===== config.mk =====
export PLATFORM = sky130hd
export DESIGN_NAME = i2s_rx
export DESIGN_NICKNAME = d
export VERILOG_FILES = /design/src/rtl/i2s_rx.sv
export SDC_FILE = /design/constraint.sdc
export NUM_CORES = 1
export LEC_CHECK = 0
export BUFFER_PORTS_ARGS = -buffer_cell sky130_fd_sc_hd__buf_2
export CAP_MARGIN = 20
export CORE_MARGIN = 4
export CORE_UTILIZATION = 60
export CTS_BUF_LIST = sky130_fd_sc_hd__clkbuf_4
export CTS_CLUSTER_DIAMETER = 80
export DETAILED_ROUTE_END_ITERATION = 16
export HOLD_SLACK_MARGIN = 0.02
export PLACE_DENSITY = 0.81
export SLEW_MARGIN = 20
export SYNTH_ARGS = -nofsm -noshare
export SYNTH_HDL_FRONTEND = slang
export SYNTH_SLANG_ARGS = --single-unit

===== constraint.sdc =====
create_clock -name clk -period 4.19 [get_ports clk]
set_input_delay 0.2095 -clock clk [delete_from_list [all_inputs] [get_ports clk]]
set_output_delay 0.2095 -clock clk [all_outputs]
set_load 0.02 [all_outputs]

===== src/rtl/i2s_rx.sv =====
`timescale 1ns/1ps
// I2S receiver: synchronises and deglitches the user-port pins, deserialises
// MSB-first words and emits left/right pairs with a one-cycle valid strobe.
module i2s_rx #(
   parameter int unsigned WIDTH   = 16,
   parameter int unsigned TIMEOUT = 4096
) (
   input  logic             clk,
   input  logic             reset,
   input  logic             bclk_in,
   input  logic             ws_in,
   input  logic             data_in,
   output logic [WIDTH-1:0] left,
   output logic [WIDTH-1:0] right,
   output logic             sample_valid,
   output logic             active
);

   localparam int unsigned CW = $clog2(WIDTH) + 1;
   localparam int unsigned TW = $clog2(TIMEOUT) + 1;

   typedef enum logic {SYNC, RUN} state_t;

   logic [1:0]       r_bclk_s, r_ws_s, r_data_s;
   logic [1:0]       r_ws_p, r_data_p;
   logic             r_bclk_d, r_bclk_f, r_bclk_fq;
   logic             w_edge, w_ws, w_data;

   state_t           r_state;
   logic             r_seen, r_prev_ws, r_pend_v;
   logic [WIDTH-1:0] r_shift, r_pend, w_word;
   logic [CW-1:0]    r_bitcnt;
   logic [TW-1:0]    r_tcnt;

   // ws/data get two extra stages so they line up with the filtered bclk edge
   always_ff @(posedge clk or posedge reset) begin
      if (reset) begin
         r_bclk_s  <= '0;
         r_ws_s    <= '0;
         r_data_s  <= '0;
         r_ws_p    <= '0;
         r_data_p  <= '0;
         r_bclk_d  <= 1'b0;
         r_bclk_f  <= 1'b0;
         r_bclk_fq <= 1'b0;
      end else begin
         r_bclk_s  <= {r_bclk_s[0], bclk_in};
         r_ws_s    <= {r_ws_s[0], ws_in};
         r_data_s  <= {r_data_s[0], data_in};
         r_ws_p    <= {r_ws_p[0], r_ws_s[1]};
         r_data_p  <= {r_data_p[0], r_data_s[1]};
         r_bclk_d  <= r_bclk_s[1];
         if (r_bclk_s[1] == r_bclk_d)
            r_bclk_f <= r_bclk_s[1];
         r_bclk_fq <= r_bclk_f;
      end
   end

   assign w_edge = r_bclk_f & ~r_bclk_fq;
   assign w_ws   = r_ws_p[1];
   assign w_data = r_data_p[1];

   // Unwritten shift bits are always zero, so bits past WIDTH are simply dropped
   always_comb begin
      w_word = r_shift;
      for (int unsigned i = 0; i < WIDTH; i++)
         if (r_bitcnt == CW'(WIDTH - 1 - i))
            w_word[i] = w_data;
   end

   always_ff @(posedge clk or posedge reset) begin
      if (reset) begin
         r_state      <= SYNC;
         r_seen       <= 1'b0;
         r_prev_ws    <= 1'b0;
         r_shift      <= '0;
         r_bitcnt     <= '0;
         r_pend       <= '0;
         r_pend_v     <= 1'b0;
         r_tcnt       <= '0;
         left         <= '0;
         right        <= '0;
         sample_valid <= 1'b0;
         active       <= 1'b0;
      end else begin
         sample_valid <= 1'b0;
         if (w_edge) begin
            r_tcnt    <= '0;
            r_prev_ws <= w_ws;
            case (r_state)
               SYNC: begin
                  r_seen <= 1'b1;
                  if (r_seen && (w_ws != r_prev_ws)) begin
                     r_shift  <= '0;
                     r_bitcnt <= '0;
                     r_state  <= RUN;
                  end
               end
               RUN: begin
                  if (w_ws == r_prev_ws) begin
                     r_shift <= w_word;
                     if (r_bitcnt < CW'(WIDTH))
                        r_bitcnt <= r_bitcnt + 1'b1;
                  end else begin
                     r_shift  <= '0;
                     r_bitcnt <= '0;
                     if (!r_prev_ws) begin
                        r_pend   <= w_word;
                        r_pend_v <= 1'b1;
                     end else if (r_pend_v) begin
                        left         <= r_pend;
                        right        <= w_word;
                        sample_valid <= 1'b1;
                        active       <= 1'b1;
                        r_pend_v     <= 1'b0;
                     end
                  end
               end
               default: r_state <= SYNC;
            endcase
         end else if (r_tcnt != TW'(TIMEOUT)) begin
            r_tcnt <= r_tcnt + 1'b1;
            // Lost stream: silence the outputs once and wait for a fresh sync
            if (r_tcnt == TW'(TIMEOUT - 1)) begin
               r_state  <= SYNC;
               r_seen   <= 1'b0;
               r_pend   <= '0;
               r_pend_v <= 1'b0;
               left     <= '0;
               right    <= '0;
               active   <= 1'b0;
            end
         end
      end
   end

endmodule


==> reports/metrics.cfg <==
[setup_path]
worstPathArrival_ns = 2.77
critPathCaptureType = flip-flop
critical_path_class = reg2reg
cp-start-kind = flip-flop
cp.required_ns = 4.48
path_max_fanout = 33

[floorplan]
rows = 30
die_h_um = 92.6
die_w_um = 92.6
io_pins = 39
start_util_pct = 62.6
die_area_mm2 = 0.00858
core_mm2 = 0.00687

[clock_tree]
cts_num_sinks = 101
numCtsBuffers = 9
cts_tree = yes
insertion_delay_ns = 0.43
path_clk_slew_ns = 0.14
cts_setup_buffers = 0
cts-root-buf = clkbuf_4
cts_resized = 0
cts_max_level = 3
cts_buffer_depth = 2

[timing]
slew_violations = 0
rsz0062_at_grt = false
worst_pin_slew_ns = 0.899
setup_viol = 0
maxSlewHeadroom_pct = 40.1
hold_viol_final = 0
hold-worst-slack_ns = 0.363
period_needed_ns = 2.48
max_freq_ghz = 0.403
timing.final.crit_share_pct = 59.2
finalClockSkew_ns = 0.0119
tns_ns = 0

[logic_synthesis]
yosysUniqueCellTypes = 49
netlist_instances = 355
synth-seq-cells = 101
async_reset_ff_share_pct = 100
avgSynthCellArea_um2 = 12.1
synth_area_mm2 = 0.00430
ys_seq_area_share_pct = 58.8
synth_edf_count = 0
ys_warn_count = 0
synth_fp_nets = 367
ys.flop_type = dfrtp_1

[place]
hpwl_um = 5490
gp_congestion = 0.808
io_buffers = 38

[layout]
final_nets = 400
drive_gt1_share_pct = 16.0
nFillCells = 536
syn2layout_area_growth_pct = 7.69
final_core_util_pct = 67.4
n_antenna_cell = 0

[global_route]
first_global_vias = 2912
grtUsageTotal_pct = 20.8
gr-total-overflow = 0
grt_max_degree = 61
antenna_found_initial = 0
grt_pass1_wl_um = 14100

[routing]
wire_per_inst_um = 16.8
antenna_left = 0
drt-total-wl_um = 8210
drtIter0Drc = 188
drtPass1Iterations = 5
drc_errors = 0
via_count = 2919
avgViaCountPerCell = 5.97

[run_status]
status = completed

[run]
drv_cap = 0

[power]
power_density_mw_per_mm2 = 481
leakage_nw = 2.21
vdd_ir_drop_max_mv = 0.275

[worst_hold_path]
hp-class = reg2reg

layer usage:
layer,up-vias,GRT usage [%],share of wire [%]
met5,-,0,0
met4,0,7.20,1.7
met3,15,5.69,4.9
met2,81,31.6,47
met1,1466,29.3,46
li1,1357,-,-
cells in the final DEF, fill, tap and decap left out, types with 2 or more instances in the layout:
master / count
a22o_1: 17
inv_4: 2
nor4bb_1: 5
nand3_1: 7
o22ai_1: 16
clkinv_2: 2
xor2_1: 3
nand2_1: 27
a221o_1: 3
ha_1: 7
nand4b_1: 2
mux2i_1: 17
nand2b_1: 2
nor4b_1: 2
buf_4: 2
nor3_1: 9
dfrtp_1: 101
clkbuf_4: 10
xnor2_1: 9
o21ai_0: 4
a21o_1: 6
and3_1: 4
a21oi_1: 3
clkinv_1: 3
buf_2: 38
nor4_1: 4
nand4_1: 4
nor2_1: 21
dlygate4sd3_1: 4
nor2b_1: 2
inv_1: 12
o2bb2ai_1: 25
and2_1: 2
final timing paths:
path	from	endpoint	slack (ns)	cells past startpoint
max	r_bclk_f	r_pend[12]	1.71	5
min	r_data_s[0]	r_data_s[1]	0.36	0
max reg2reg	r_bclk_f	r_pend[12]	1.71	5
min reg2reg	r_data_s[0]	r_data_s[1]	0.36	0
max in group asynchronous	reset	r_seen	2.75	4
min in group asynchronous	reset	r_bclk_s[0]	0.45	3
worst max-delay path, cell delays in order, from the launching register on:
cell,delay [ns]
dfrtp_1,0.43
nor2b_1,0.55
buf_4,0.31
nand4b_2,0.64
nand2_1,0.30
o22ai_1,0.11
logic make-up after synthesis:
kind of cell,synth area share [%]
xor+xnor,2.45
simple gates,12.9
compound gates,15.0
flops,58.8
mux,3.96
buf+inv,4.60
fa+ha+maj,2.27
stage by stage:
stage,area [um^2],cells,setup slack [ns],power (mW)
after global routing,4630,489,1.42,2.36
after CTS,4630,489,1.70,2.24
after floorplan,4300,355,1.33,1.68
final,4630,489,1.71,2.23
after global placement,4480,469,1.88,1.79
after detailed placement,4480,469,1.69,1.82
synthesized netlist by cell type, drive strengths merged (6+ instances only):
cell type  count  area share [%]
dfrtp        101              59
nand2         27             2.4
o2bb2ai       25             5.1
nor2          22             2.1
a22o          17             3.5
mux2i         17             4.0
buf           16             2.8
o22ai         16             2.3
inv           14             1.3
nor3          10             1.3
nand3          9             1.5
xnor2          9             1.8
ha             7             2.0
a21o           6             1.0
clkbuf         6            0.52
registers in the layout, summed over array words and instances (netlist names), 5 cells and up:
register / count
left: 16
r_pend: 16
r_shift: 16
right: 16
r_tcnt: 13
r_bitcnt: 5
cell type report:
class                   count  area (um^2)  area share, %
repair buffers             44          245           5.30
multi-input cells         218         1570           34.0
flip-flops and latches    101         2530           54.6
clock buffers              10         75.1           1.62
well taps                  96          120           2.60
clock inverters             6         30.0          0.649
inverters                  14         57.6           1.24
power by group:
part / internal (mW) / switching (mW) / total (mW)
clock: 0.123 / 0.290 / 0.413
sequential: 1.11 / 0.160 / 1.27
combinational: 0.230 / 0.308 / 0.539
what timing repair did:
item | 4_1_cts | 5_1_grt
hold endpoints to repair | 62 | 0
setup endpoints to repair | 0 | 0
hold buffers | 4 | 0
(Power assumes the default switching activity.)
